### config.mk
export PLATFORM = sky130hd
export DESIGN_NAME = network_div_30s_14ns_16_seq
export DESIGN_NICKNAME = d
export VERILOG_FILES = /design/src/rtl/network_div_pkg.sv /design/src/rtl/network_div_step.sv /design/src/rtl/network_div_30s_14ns_16_seq.sv
export SDC_FILE = /design/constraint.sdc
export NUM_CORES = 1
export LEC_CHECK = 0
export ABC_AREA = 1
export BUFFER_PORTS_ARGS = -buffer_cell sky130_fd_sc_hd__buf_4
export CELL_PAD_IN_SITES_DETAIL_PLACEMENT = 2
export CELL_PAD_IN_SITES_GLOBAL_PLACEMENT = 2
export CORE_MARGIN = 2
export CORE_UTILIZATION = 32
export DETAILED_ROUTE_END_ITERATION = 8
export HOLD_SLACK_MARGIN = 0.03
export PLACE_DENSITY_LB_ADDON = 0.1
export SKIP_LAST_GASP = 1
export SLEW_MARGIN = 40
export SYNTH_ARGS = -nofsm -noshare
export SYNTH_HDL_FRONTEND = slang
export SYNTH_SLANG_ARGS = --single-unit
export TNS_END_PERCENT = 10
### constraint.sdc
create_clock -name clk -period 2.59 [get_ports clk]
set_input_delay 0.3885 -clock clk [delete_from_list [all_inputs] [get_ports clk]]
set_output_delay 0.3885 -clock clk [all_outputs]
set_load 0.01 [all_outputs]
### src/rtl/network_div_pkg.sv
// Shared widths, FSM state type and saturation limits for the network divider.
package network_div_pkg;

  localparam int DIVIDEND_W = 30;
  localparam int DIVISOR_W  = 14;
  localparam int QUOT_W     = 16;
  localparam int CNT_W      = $clog2(DIVIDEND_W);

  typedef enum logic [1:0] {
    IDLE = 2'd0,
    CALC = 2'd1,
    FIX  = 2'd2,
    DONE = 2'd3
  } state_t;

  localparam logic [QUOT_W-1:0] QUOT_MAX = 16'h7fff;
  localparam logic [QUOT_W-1:0] QUOT_MIN = 16'h8000;

  // Largest quotient magnitudes that fit without clamping, per sign.
  localparam logic [DIVIDEND_W-1:0] QMAG_POS_LIM = DIVIDEND_W'(32767);
  localparam logic [DIVIDEND_W-1:0] QMAG_NEG_LIM = DIVIDEND_W'(32768);

endpackage

### src/rtl/network_div_step.sv
// One combinational restoring-division step: shift in a dividend bit, trial-subtract.
module network_div_step
  import network_div_pkg::*;
(
  input  logic [DIVISOR_W:0]   pr_in,
  input  logic                 bit_in,
  input  logic [DIVISOR_W-1:0] divisor,
  output logic [DIVISOR_W:0]   pr_out,
  output logic                 q_bit
);

  logic [DIVISOR_W:0] shifted;

  // pr_in is always below the divisor, so its top bit is zero and nothing is lost.
  always_comb begin
    shifted = {pr_in[DIVISOR_W-1:0], bit_in};
    q_bit   = (shifted >= {1'b0, divisor});
    pr_out  = q_bit ? (shifted - {1'b0, divisor}) : shifted;
  end

endmodule

### src/rtl/network_div_30s_14ns_16_seq.sv
// Sequential 30s/14u restoring divider with saturated 16-bit signed quotient.
// Optional remainder output enabled by defining NETWORK_DIV_REM_EN.
module network_div_30s_14ns_16_seq
  import network_div_pkg::*;
(
  input  logic                  clk,
  input  logic                  reset,
  input  logic                  in_valid,
  output logic                  in_ready,
  input  logic [DIVIDEND_W-1:0] din0,
  input  logic [DIVISOR_W-1:0]  din1,
  output logic                  out_valid,
  input  logic                  out_ready,
  output logic [QUOT_W-1:0]     dout,
  output logic [DIVISOR_W:0]    rem,
  output logic                  ovf,
  output logic                  dz,
  output state_t                dbg_state
);

  // Handshake: a transfer happens on a rising edge where valid and ready are both
  // high; in_ready is high only in IDLE, out_valid only in DONE and it holds
  // the result stable until out_ready is seen.

  state_t                state, state_nxt;
  logic                  neg, dz_pend;
  logic [DIVIDEND_W-1:0] shreg;
  logic [DIVISOR_W-1:0]  divisor;
  logic [DIVISOR_W:0]    pr, pr_nxt;
  logic [CNT_W-1:0]      count;
  logic                  q_bit;
  logic [QUOT_W-1:0]     q_fix;
  logic                  ovf_fix;

  network_div_step u_step (
    .pr_in   (pr),
    .bit_in  (shreg[DIVIDEND_W-1]),
    .divisor (divisor),
    .pr_out  (pr_nxt),
    .q_bit   (q_bit)
  );

  always_ff @(posedge clk or negedge reset) begin
    if (!reset) state <= IDLE;
    else        state <= state_nxt;
  end

  always_comb begin
    state_nxt = state;
    case (state)
      IDLE: if (in_valid) state_nxt = (din1 != '0) ? CALC : FIX;
      CALC: if (count == '0) state_nxt = FIX;
      FIX:  state_nxt = DONE;
      DONE: if (out_ready) state_nxt = IDLE;
      default: state_nxt = IDLE;
    endcase
  end

  assign in_ready  = (state == IDLE);
  assign out_valid = (state == DONE);
  assign dbg_state = state;

  // shreg holds the dividend magnitude; quotient bits enter at the LSB as dividend
  // bits leave the MSB, so after DIVIDEND_W steps it holds the quotient magnitude.
  always_comb begin
    q_fix   = shreg[QUOT_W-1:0];
    ovf_fix = 1'b0;
    if (dz_pend) begin
      q_fix = neg ? QUOT_MIN : QUOT_MAX;
    end else if (neg) begin
      if (shreg > QMAG_NEG_LIM) begin
        q_fix   = QUOT_MIN;
        ovf_fix = 1'b1;
      end else begin
        q_fix = -shreg[QUOT_W-1:0];
      end
    end else if (shreg > QMAG_POS_LIM) begin
      q_fix   = QUOT_MAX;
      ovf_fix = 1'b1;
    end
  end

  always_ff @(posedge clk or negedge reset) begin
    if (!reset) begin
      neg     <= 1'b0;
      dz_pend <= 1'b0;
      shreg   <= '0;
      divisor <= '0;
      pr      <= '0;
      count   <= '0;
      dout    <= '0;
      ovf     <= 1'b0;
      dz      <= 1'b0;
    end else begin
      case (state)
        IDLE: if (in_valid) begin
          neg     <= din0[DIVIDEND_W-1];
          shreg   <= din0[DIVIDEND_W-1] ? -din0 : din0;
          divisor <= din1;
          pr      <= '0;
          count   <= CNT_W'(DIVIDEND_W - 1);
          dz_pend <= (din1 == '0);
        end
        CALC: begin
          pr    <= pr_nxt;
          shreg <= {shreg[DIVIDEND_W-2:0], q_bit};
          if (count != '0) count <= count - CNT_W'(1);
        end
        FIX: begin
          dout <= q_fix;
          ovf  <= ovf_fix;
          dz   <= dz_pend;
        end
        default: ;
      endcase
    end
  end

`ifdef NETWORK_DIV_REM_EN
  logic [DIVISOR_W:0] rem_q;

  always_ff @(posedge clk or negedge reset) begin
    if (!reset) begin
      rem_q <= '0;
    end else if (state == FIX) begin
      if (dz_pend) rem_q <= '0;
      else         rem_q <= neg ? -pr : pr;
    end
  end

  assign rem = rem_q;
`else
  assign rem = '0;
`endif

endmodule

==> qor.csv, run 1 <==
stage,metric,value,unit
floorplan,die_w,147,microns
floorplan,floorplan.core_area,20200,sq um
final_layout,drive_above_1_share,0.136,
critical_path,r2r_end,pr[4]$_DFFE_PN0P_,
power_and_ir_drop,power,9960,uW
clock_network,cts_buffers,9,
timing,fin_setup_tns,0,ps
global_route,antenna_found_initial,0,
timing,period_needed,2160,ps
critical_path,critPathMaxFanout,17,
drt,drt_iter0_drc,240,
min_path,hp-class,primary input to flop,
critical_path,crit_arrival,2430,ps
critical_path,end_kind,flop,
clock_network,htree_levels,3,
clock_network,cts_setup_buffers,0,
min_path,hold_depth,3,
drt,dr_total_vias,6652,
place,dp_hpwl,17.8,mm
drt,totalWireLength,22.9,mm
critical_path,critical_path_required,2870,ps
timing,fmax,0.464,GHz
power_and_ir_drop,max-vdd-ir-drop,427,uV
logic_synthesis,synth_edf_count,0,
logic_synthesis,postSynthAreaPerCell,6.63,sq um
logic_synthesis,ys_dominant_reg_cell,dfrtp_1,
power_and_ir_drop,pwr-share-comb,0.611,
timing,slew_violations,0,
place,numPortBuffers,69,
timing,fin_crit_sh,0.832,
run,drv_cap,0,
clock_network,root_buffer,clkbuf_16,
timing,whs,294,ps
critical_path,r2r_start,pr[11]$_DFFE_PN0P_,
floorplan,die_y,147,microns
power_and_ir_drop,p_leak,0.00387,uW
drt,drc,0,
global_route,grt_pass1_vias,7098,
timing,slew_headroom,0.657,
power_and_ir_drop,power_switching,5060,uW
global_route,grt_pass1_wl,38.1,mm
timing,finalSetupViolCount,0,
critical_path,worstSetupPathType,flop to flop,
logic_synthesis,synth_top_area_share,0.324,
power_and_ir_drop,power_density,1300,nW/um^2
timing,skew,4.70,ps
logic_synthesis,syn-instance-count,990,
power_and_ir_drop,p_sw_frac,0.508,
status,status,"finished, final reports clean",
logic_synthesis,synth.area.top_cells,"dfrtp_1 (32%), nand2_1 (17%), o21ai_0 (6.2%)",
final_layout,fillers,2483,
final_layout,antenna_cells,0,
drt,dr.pass1.iters,4,
global_route,grt_max_degree,45,
logic_synthesis,yosysWarnings,0,
final_layout,layout_common_cells,"nand2_1 (294), nor2_1 (104), inv_1 (100), dfrtp_1 (85), buf_4 (82)",
power_and_ir_drop,p_seq_frac,0.250,
logic_synthesis,synth_cell_type_count,45,
timing,hold_viol,0,
final_layout,nets,1124,
floorplan,dieArea,21700,sq um
clock_network,clock_path_buffers,2,
timing,rsz0062_at_grt,false,
logic_synthesis,yosysTopAreaCell,dfrtp_1,
global_route,grt_overflow_total,0,
clock_network,clock_sink_count,85,
floorplan,num_io_pins,85,
logic_synthesis,synth_area,6560,sq um
clock_network,cts_tree,built,
drt,drt-vias-per-instance,5.01,
drt,routedWlPerCell,17.2,microns
clock_network,insertion_delay,360,ps
global_route,track_usage,0.219,
critical_path,rr_worst_depth,10,
critical_path,critPathCapture,pr[4]$_DFFE_PN0P_,
power_and_ir_drop,clockPowerShare,0.139,
drt,drt.antenna.violating_nets,0,
critical_path,start_kind,flop,
timing,tightest_slew,514,ps
floorplan,core.rowCount,52,
floorplan,start_util,0.325,
logic_synthesis,synth-seq-cells,85,
logic_synthesis,async_flop_share,1.00,
final_layout,layout_commonest_cell,nand2_1,
power_and_ir_drop,p_int,4890,uW
place,place.gp.congestion,0.830,
critical_path,startpoint,pr[11]$_DFFE_PN0P_,
critical_path,r2r_setup_slack,430,ps
logic_synthesis,yosysSeqAreaShare,0.324,
clock_network,clkTransAtPathRegs,70,ps
final_layout,area_growth_syn_to_layout,16.6,%
critical path, cell delays in order (launching register included):
cell and delay [ps]:
dfrtp_1 410, ha_1 360, a21oi_1 260, nor2_1 70
nor2_1 100, nand2_1 70, nor2_2 240, nand2_4 240
nand2_1 120, nand2_1 60, o21ai_0 150
worst min-delay path by stage:
stage | slack, ps | end | startpoint
6_report | 290 | divisor[9]$_DFFE_PN0P_ | din1[9]
5_1_grt | 330 | divisor[9]$_DFFE_PN0P_ | din1[9]
3_3_place_gp | 310 | divisor[0]$_DFFE_PN0P_ | reset
4_1_cts | 290 | divisor[9]$_DFFE_PN0P_ | din1[9]
2_1_floorplan | 90 | count[0]$_DFFE_PN0P_ | reset
3_5_place_dp | 310 | pr[4]$_DFFE_PN0P_ | reset
layout make-up:
| cell class | instances | area, sq um | share of cell area |
|---|---|---|---|
| tap | 270 | 338 | 0.0442 |
| clock buffer | 10 | 239 | 0.0312 |
| sequential | 85 | 2130 | 0.278 |
| inverter | 108 | 405 | 0.0530 |
| clock inverter | 6 | 70.1 | 0.00916 |
| multi-input combinational | 764 | 3800 | 0.497 |
| timing repair buffer | 85 | 666 | 0.0870 |
registers in the layout (all words and copies together) (netlist names):
register   cells
divisor       14
pr            14
dz             1
dbg_state      2
shreg         30
dout          16
ovf            1
dz_pend        1
neg            1
count          5
synthesized netlist by cell type (2+ instances only):
cell	instances
clkinv_1	2
nand4_1	18
o31ai_1	3
a22oi_1	2
buf_2	7
a21o_1	3
nand3_2	13
clkbuf_1	16
xor2_1	6
o21ai_1	9
nand2_2	7
buf_1	3
o211ai_1	9
nor3_1	7
ha_1	22
xnor2_1	6
nand2_1	294
nand3_1	74
nor3_2	2
o21ai_0	81
dfrtp_1	85
a21oi_2	2
inv_2	6
nand2_4	2
a21boi_0	2
nand3b_1	21
nor2_1	104
nor2_2	8
buf_4	18
a21oi_1	44
inv_1	100
through the flow:
stage | util | cell area [sq um] | setup slack, ps | instances
floorplan | - | 6610 | 765 | 1004
global placement | 0.363 | 7330 | 469 | 1311
detailed placement | 0.363 | 7330 | 453 | 1311
CTS | 0.379 | 7650 | 413 | 1328
global route | 0.379 | 7650 | 236 | 1328
finish | 0.379 | 7650 | 435 | 1328
logic make-up (layout without fill, tap and decap cells):
family,count (synthesis),in the layout,share of synthesized area
AND/OR/NAND/NOR,555,555,0.378
buffers and inverters,155,209,0.104
adder cells (fa/ha/maj),23,23,0.0450
AO/OA/AOI/OAI,159,159,0.132
flip-flops,85,85,0.324
other,1,15,0.000572
XOR/XNOR,12,12,0.0160
layer usage:
metal / global-route usage / share of wire / wire [microns]
met3: 0.0289 / 0.021 / 473
met5: 0 / 0 / 0
met1: 0.295 / 0.48 / 10900
met2: 0.381 / 0.50 / 11300
met4: 0.0404 / 0.0082 / 187
power by group through the flow:
stage / registers, uW / logic (uW) / clock network, uW
floorplan: 2420 / 4280 / 0
global placement: 2470 / 5940 / 0
detailed placement: 2510 / 6100 / 0
CTS: 2490 / 6200 / 1430
global route: 2590 / 6960 / 1470
finish: 2490 / 6080 / 1390
what timing repair did:
item                      in CTS  in global routing
hold buffers                   1                  0
resized for setup              0                  0
hold endpoints to repair      20                  0
Power figures use the tool's default switching activity.
==> inputs of run 2 (changes only) <==
--- a/config.mk
+++ b/config.mk
@@ -5,12 +5,12 @@
 export SDC_FILE = /design/constraint.sdc
 export NUM_CORES = 1
 export LEC_CHECK = 0
-export ABC_AREA = 1
+export ABC_AREA = 0
 export BUFFER_PORTS_ARGS = -buffer_cell sky130_fd_sc_hd__buf_4
 export CELL_PAD_IN_SITES_DETAIL_PLACEMENT = 2
 export CELL_PAD_IN_SITES_GLOBAL_PLACEMENT = 2
 export CORE_MARGIN = 2
-export CORE_UTILIZATION = 32
+export CORE_UTILIZATION = 35
 export DETAILED_ROUTE_END_ITERATION = 8
 export HOLD_SLACK_MARGIN = 0.03
 export PLACE_DENSITY_LB_ADDON = 0.1
==> constraint.sdc (replaced) <==
create_clock -name clk -period 2 [get_ports clk]
set_input_delay 0.3 -clock clk [delete_from_list [all_inputs] [get_ports clk]]
set_output_delay 0.3 -clock clk [all_outputs]
set_load 0.01 [all_outputs]
==> run 2 against run 1 <==
  * Total power increased by 52%
  * Critical endpoint is now pr[6]$_DFFE_PN0P_
  * Core utilization increased by 15 points
  * The flow now finishes with violations (setup timing)
  * Die area decreased by 19%
  * Largest power group unchanged
==> qor.csv, run 2 <==
stage,metric,value,unit,change
power_and_ir_drop,power_switching,7530,uW,+49%
critical_path,crit_arrival,2810,ps,+380 ps
timing,tightest_slew,625,ps,+111 ps
drt,highest_layer,met4,,
logic_synthesis,synth-simple-area-share,0.180,,-0.197
floorplan,num_io_pins,85,,unchanged
global_route,grt_max_degree,39,,-13%
final_layout,layout_common_cells,"buf_4 (218), dfrtp_1 (84), nand2_1 (63), o21ai_0 (49), a21oi_1 (43)",,
clock_network,insertion_delay,370,ps,about the same
logic_synthesis,yosysSeqAreaShare,0.370,,+0.0454
min_path,hp-class,primary input to flop,,
critical_path,critical_path_required,2260,ps,-610 ps
drt,drt.antenna.violating_nets,0,,unchanged
drt,totalWireLength,33.7,mm,+47%
final_layout,layout_commonest_cell,buf_4,,
drt,dr.pass1.iters,6,,+2
global_route,grt_pass1_wl,44.1,mm,+16%
global_route,grt_pass1_vias,7353,,+3.6%
global_route,grt_overflow_total,0,,unchanged
timing,fin_setup_tns,-17180,ps,-17180 ps
floorplan,floorplan.core_area,16000,sq um,-21%
logic_synthesis,postSynthAreaPerCell,8.55,sq um,+29%
status,violations,setup timing,,
logic_synthesis,ys_dominant_reg_cell,dfrtp_1,,
place,dp_hpwl,17.2,mm,-3.0%
global_route,antenna_found_initial,0,,unchanged
power_and_ir_drop,max-vdd-ir-drop,902,uV,+110%
drt,dr_total_vias,6748,,+1.4%
logic_synthesis,synth-compound-area-share,0.223,,+0.0909
power_and_ir_drop,pwr-share-comb,0.671,,+0.060
floorplan,start_util,0.360,,+0.0344
timing,whs,170,ps,-123 ps
logic_synthesis,synth_common_cells,"dfrtp_1 (85), nand2_1 (65), o21ai_0 (57)",,
power_and_ir_drop,p_sw_frac,0.497,,-0.0118
logic_synthesis,synth_cell_type_count,62,,+38%
final_layout,largest_reg_flops,30,,unchanged
logic_synthesis,synth_edf_count,0,,unchanged
final_layout,largest_register,shreg,,
floorplan,dieArea,17500,sq um,-19%
logic_synthesis,synth_top_family_by_area,compound AO/OA/AOI/OAI gates,,
final_layout,nets,954,,-15%
logic_synthesis,synth_xor_area_frac,0.0518,,+0.0357
timing,slew_headroom,0.578,,-0.0788
logic_synthesis,synth_top_area_share,0.370,,+0.0454
power_and_ir_drop,power_density,1790,nW/um^2,+38%
global_route,track_usage,0.327,,+0.108
drt,drt-vias-per-instance,6.12,,+22%
critical_path,end_kind,flop,,
timing,fin_crit_sh,1.28,,+0.447
floorplan,core.rowCount,46,,-12%
power_and_ir_drop,p_int,7640,uW,+56%
logic_synthesis,synth-seq-cells,85,,unchanged
critical_path,critPathMaxFanout,2,,-15
logic_synthesis,async_flop_share,1.00,,unchanged
logic_synthesis,yosysWarnings,0,,unchanged
timing,fmax,0.391,GHz,-16%
timing,skew,12.6,ps,+7.89 ps
run,drv_cap,0,,unchanged
clock_network,cts_tree,built,,
place,place.gp.congestion,0.870,,+4.8%
timing,rsz0062_at_grt,true,,
logic_synthesis,syn-instance-count,673,,-32%
power_and_ir_drop,clockPowerShare,0.111,,-0.028
critical_path,worstSetupPathType,flop to flop,,
final_layout,antenna_cells,0,,unchanged
timing,setup_ws,-558,ps,-993 ps
timing,finalSetupViolCount,56,,+56
logic_synthesis,muxShareOfSynthArea,0.0507,,+0.0507
logic_synthesis,synthAdderAreaFrac,0.0513,,+0.00630
drt,wl_met2,17.3,mm,+52%
final_layout,area_growth_syn_to_layout,46.9,%,
drt,met3_length,1.71,mm,+260%
drt,m1WireLength,12.8,mm,+18%
floorplan,die_y,132,microns,-10%
clock_network,clock_path_buffers,2,,unchanged
drt,drc,0,,unchanged
clock_network,clock_sink_count,85,,unchanged
timing,slew_violations,0,,unchanged
drt,routedWlPerCell,30.6,microns,+77%
critical_path,start_kind,flop,,
logic_synthesis,synth_area,5750,sq um,-12%
logic_synthesis,yosysTopAreaCell,dfrtp_1,,
floorplan,die_w,132,microns,-10%
drt,drt_iter0_drc,641,,+170%
final_layout,drive_above_1_share,0.379,,+0.243
status,status,"complete, but fails checks",,
logic_synthesis,synth.most_common_cell,dfrtp_1,,
clock_network,cts_buffers,9,,unchanged
timing,period_needed,2560,ps,+403 ps
clock_network,root_buffer,clkbuf_16,,
place,numPortBuffers,69,,unchanged
final_layout,biggestRegsByFlops,"shreg (30), dout (16)",,
power_and_ir_drop,p_seq_frac,0.218,,-0.032
clock_network,clkTransAtPathRegs,70,ps,about the same
power_and_ir_drop,p_leak,0.00378,uW,-2.4%
timing,hold_viol,0,,unchanged
clock_network,htree_levels,3,,unchanged
logic_synthesis,synth.area.top_cells,"dfrtp_1 (37%), o21ai_0 (5.0%), ha_1 (4.8%)",,
## run 2: final timing paths
kind,depth (start not counted),slack [ps],from,to
setup reg to reg,10,-560,shreg[29]$_DFFE_PN0P_,pr[6]$_DFFE_PN0P_
setup / recovery,10,-560,shreg[29]$_DFFE_PN0P_,pr[6]$_DFFE_PN0P_
max in group asynchronous,3,750,reset,pr[4]$_DFFE_PN0P_
min in group asynchronous,2,500,reset,divisor[7]$_DFFE_PN0P_
hold / removal,2,170,din1[3],divisor[3]$_DFFE_PN0P_
hold reg to reg,1,520,dz$_DFFE_PN0P_,dz$_DFFE_PN0P_
## run 2: per-layer routing
layer | GRT usage | vias to the layer above
met4 | 0.163 | 0
met3 | 0.0500 | 126
li1 | - | 2842
met2 | 0.591 | 310
met5 | 0 | -
met1 | 0.375 | 3470
## run 2: layout make-up
type                       instances  area [sq um]
tap                              216           270
clock buffer                      13           250
multi-input combinational        508          3760
sequential                        85          2130
inverter                          45           169
fill                            1737          7550
timing repair buffer             234          1870
clock inverter                     2          10.0
## run 2: worst max-delay path, cell delays in order (launching register included)
cell	delay [ps]
dfrtp_1	440
inv_2	150
ha_4	190
inv_2	50
fa_2	410
nand3_2	100
nand2_1	110
a21o_1	220
a21oi_1	300
xor2_1	190
o31ai_1	290
## run 2: power groups by stage
stage | Combinational [uW] | Sequential, uW | Clock [uW]
after CTS | 8450 | 3090 | 1640
after global placement | 7130 | 2980 | 0
after floorplan | 3960 | 3010 | 0
final | 10200 | 3300 | 1690
after detailed placement | 7600 | 3060 | 0
after global routing | 10600 | 3350 | 1750
## run 2: stage by stage
stage	power [uW]	cell area (sq um)	utilization	setup WS, ps	cells
after CTS	13200	8100	0.506	-245	1095
final	15200	8450	0.528	-558	1103
after detailed placement	10700	7510	0.470	-637	1069
after floorplan	6970	5810	-	-489	687
after global routing	15700	8450	0.528	-623	1103
after global placement	10100	7510	0.470	-584	1069
## run 2: timing repair
item	4_1_cts	5_1_grt
pin swaps	26	22
gates resized for setup	45	61
hold endpoints to repair	36	0
cloned	0	2
hold buffers	1	0
buffers inserted	10	6
endpoints found under the setup margin	53	60
## run 2: kinds of logic (layout without fill, tap and decap cells)
| kind of cell | count (synthesis) | after routing |
|---|---|---|
| mux | 27 | 27 |
| other cells | 1 | 15 |
| flops | 85 | 85 |
| buf+inv | 94 | 294 |
| simple gates | 205 | 205 |
| compound gates | 204 | 204 |
| fa+ha+maj | 23 | 23 |
| xor+xnor | 34 | 34 |
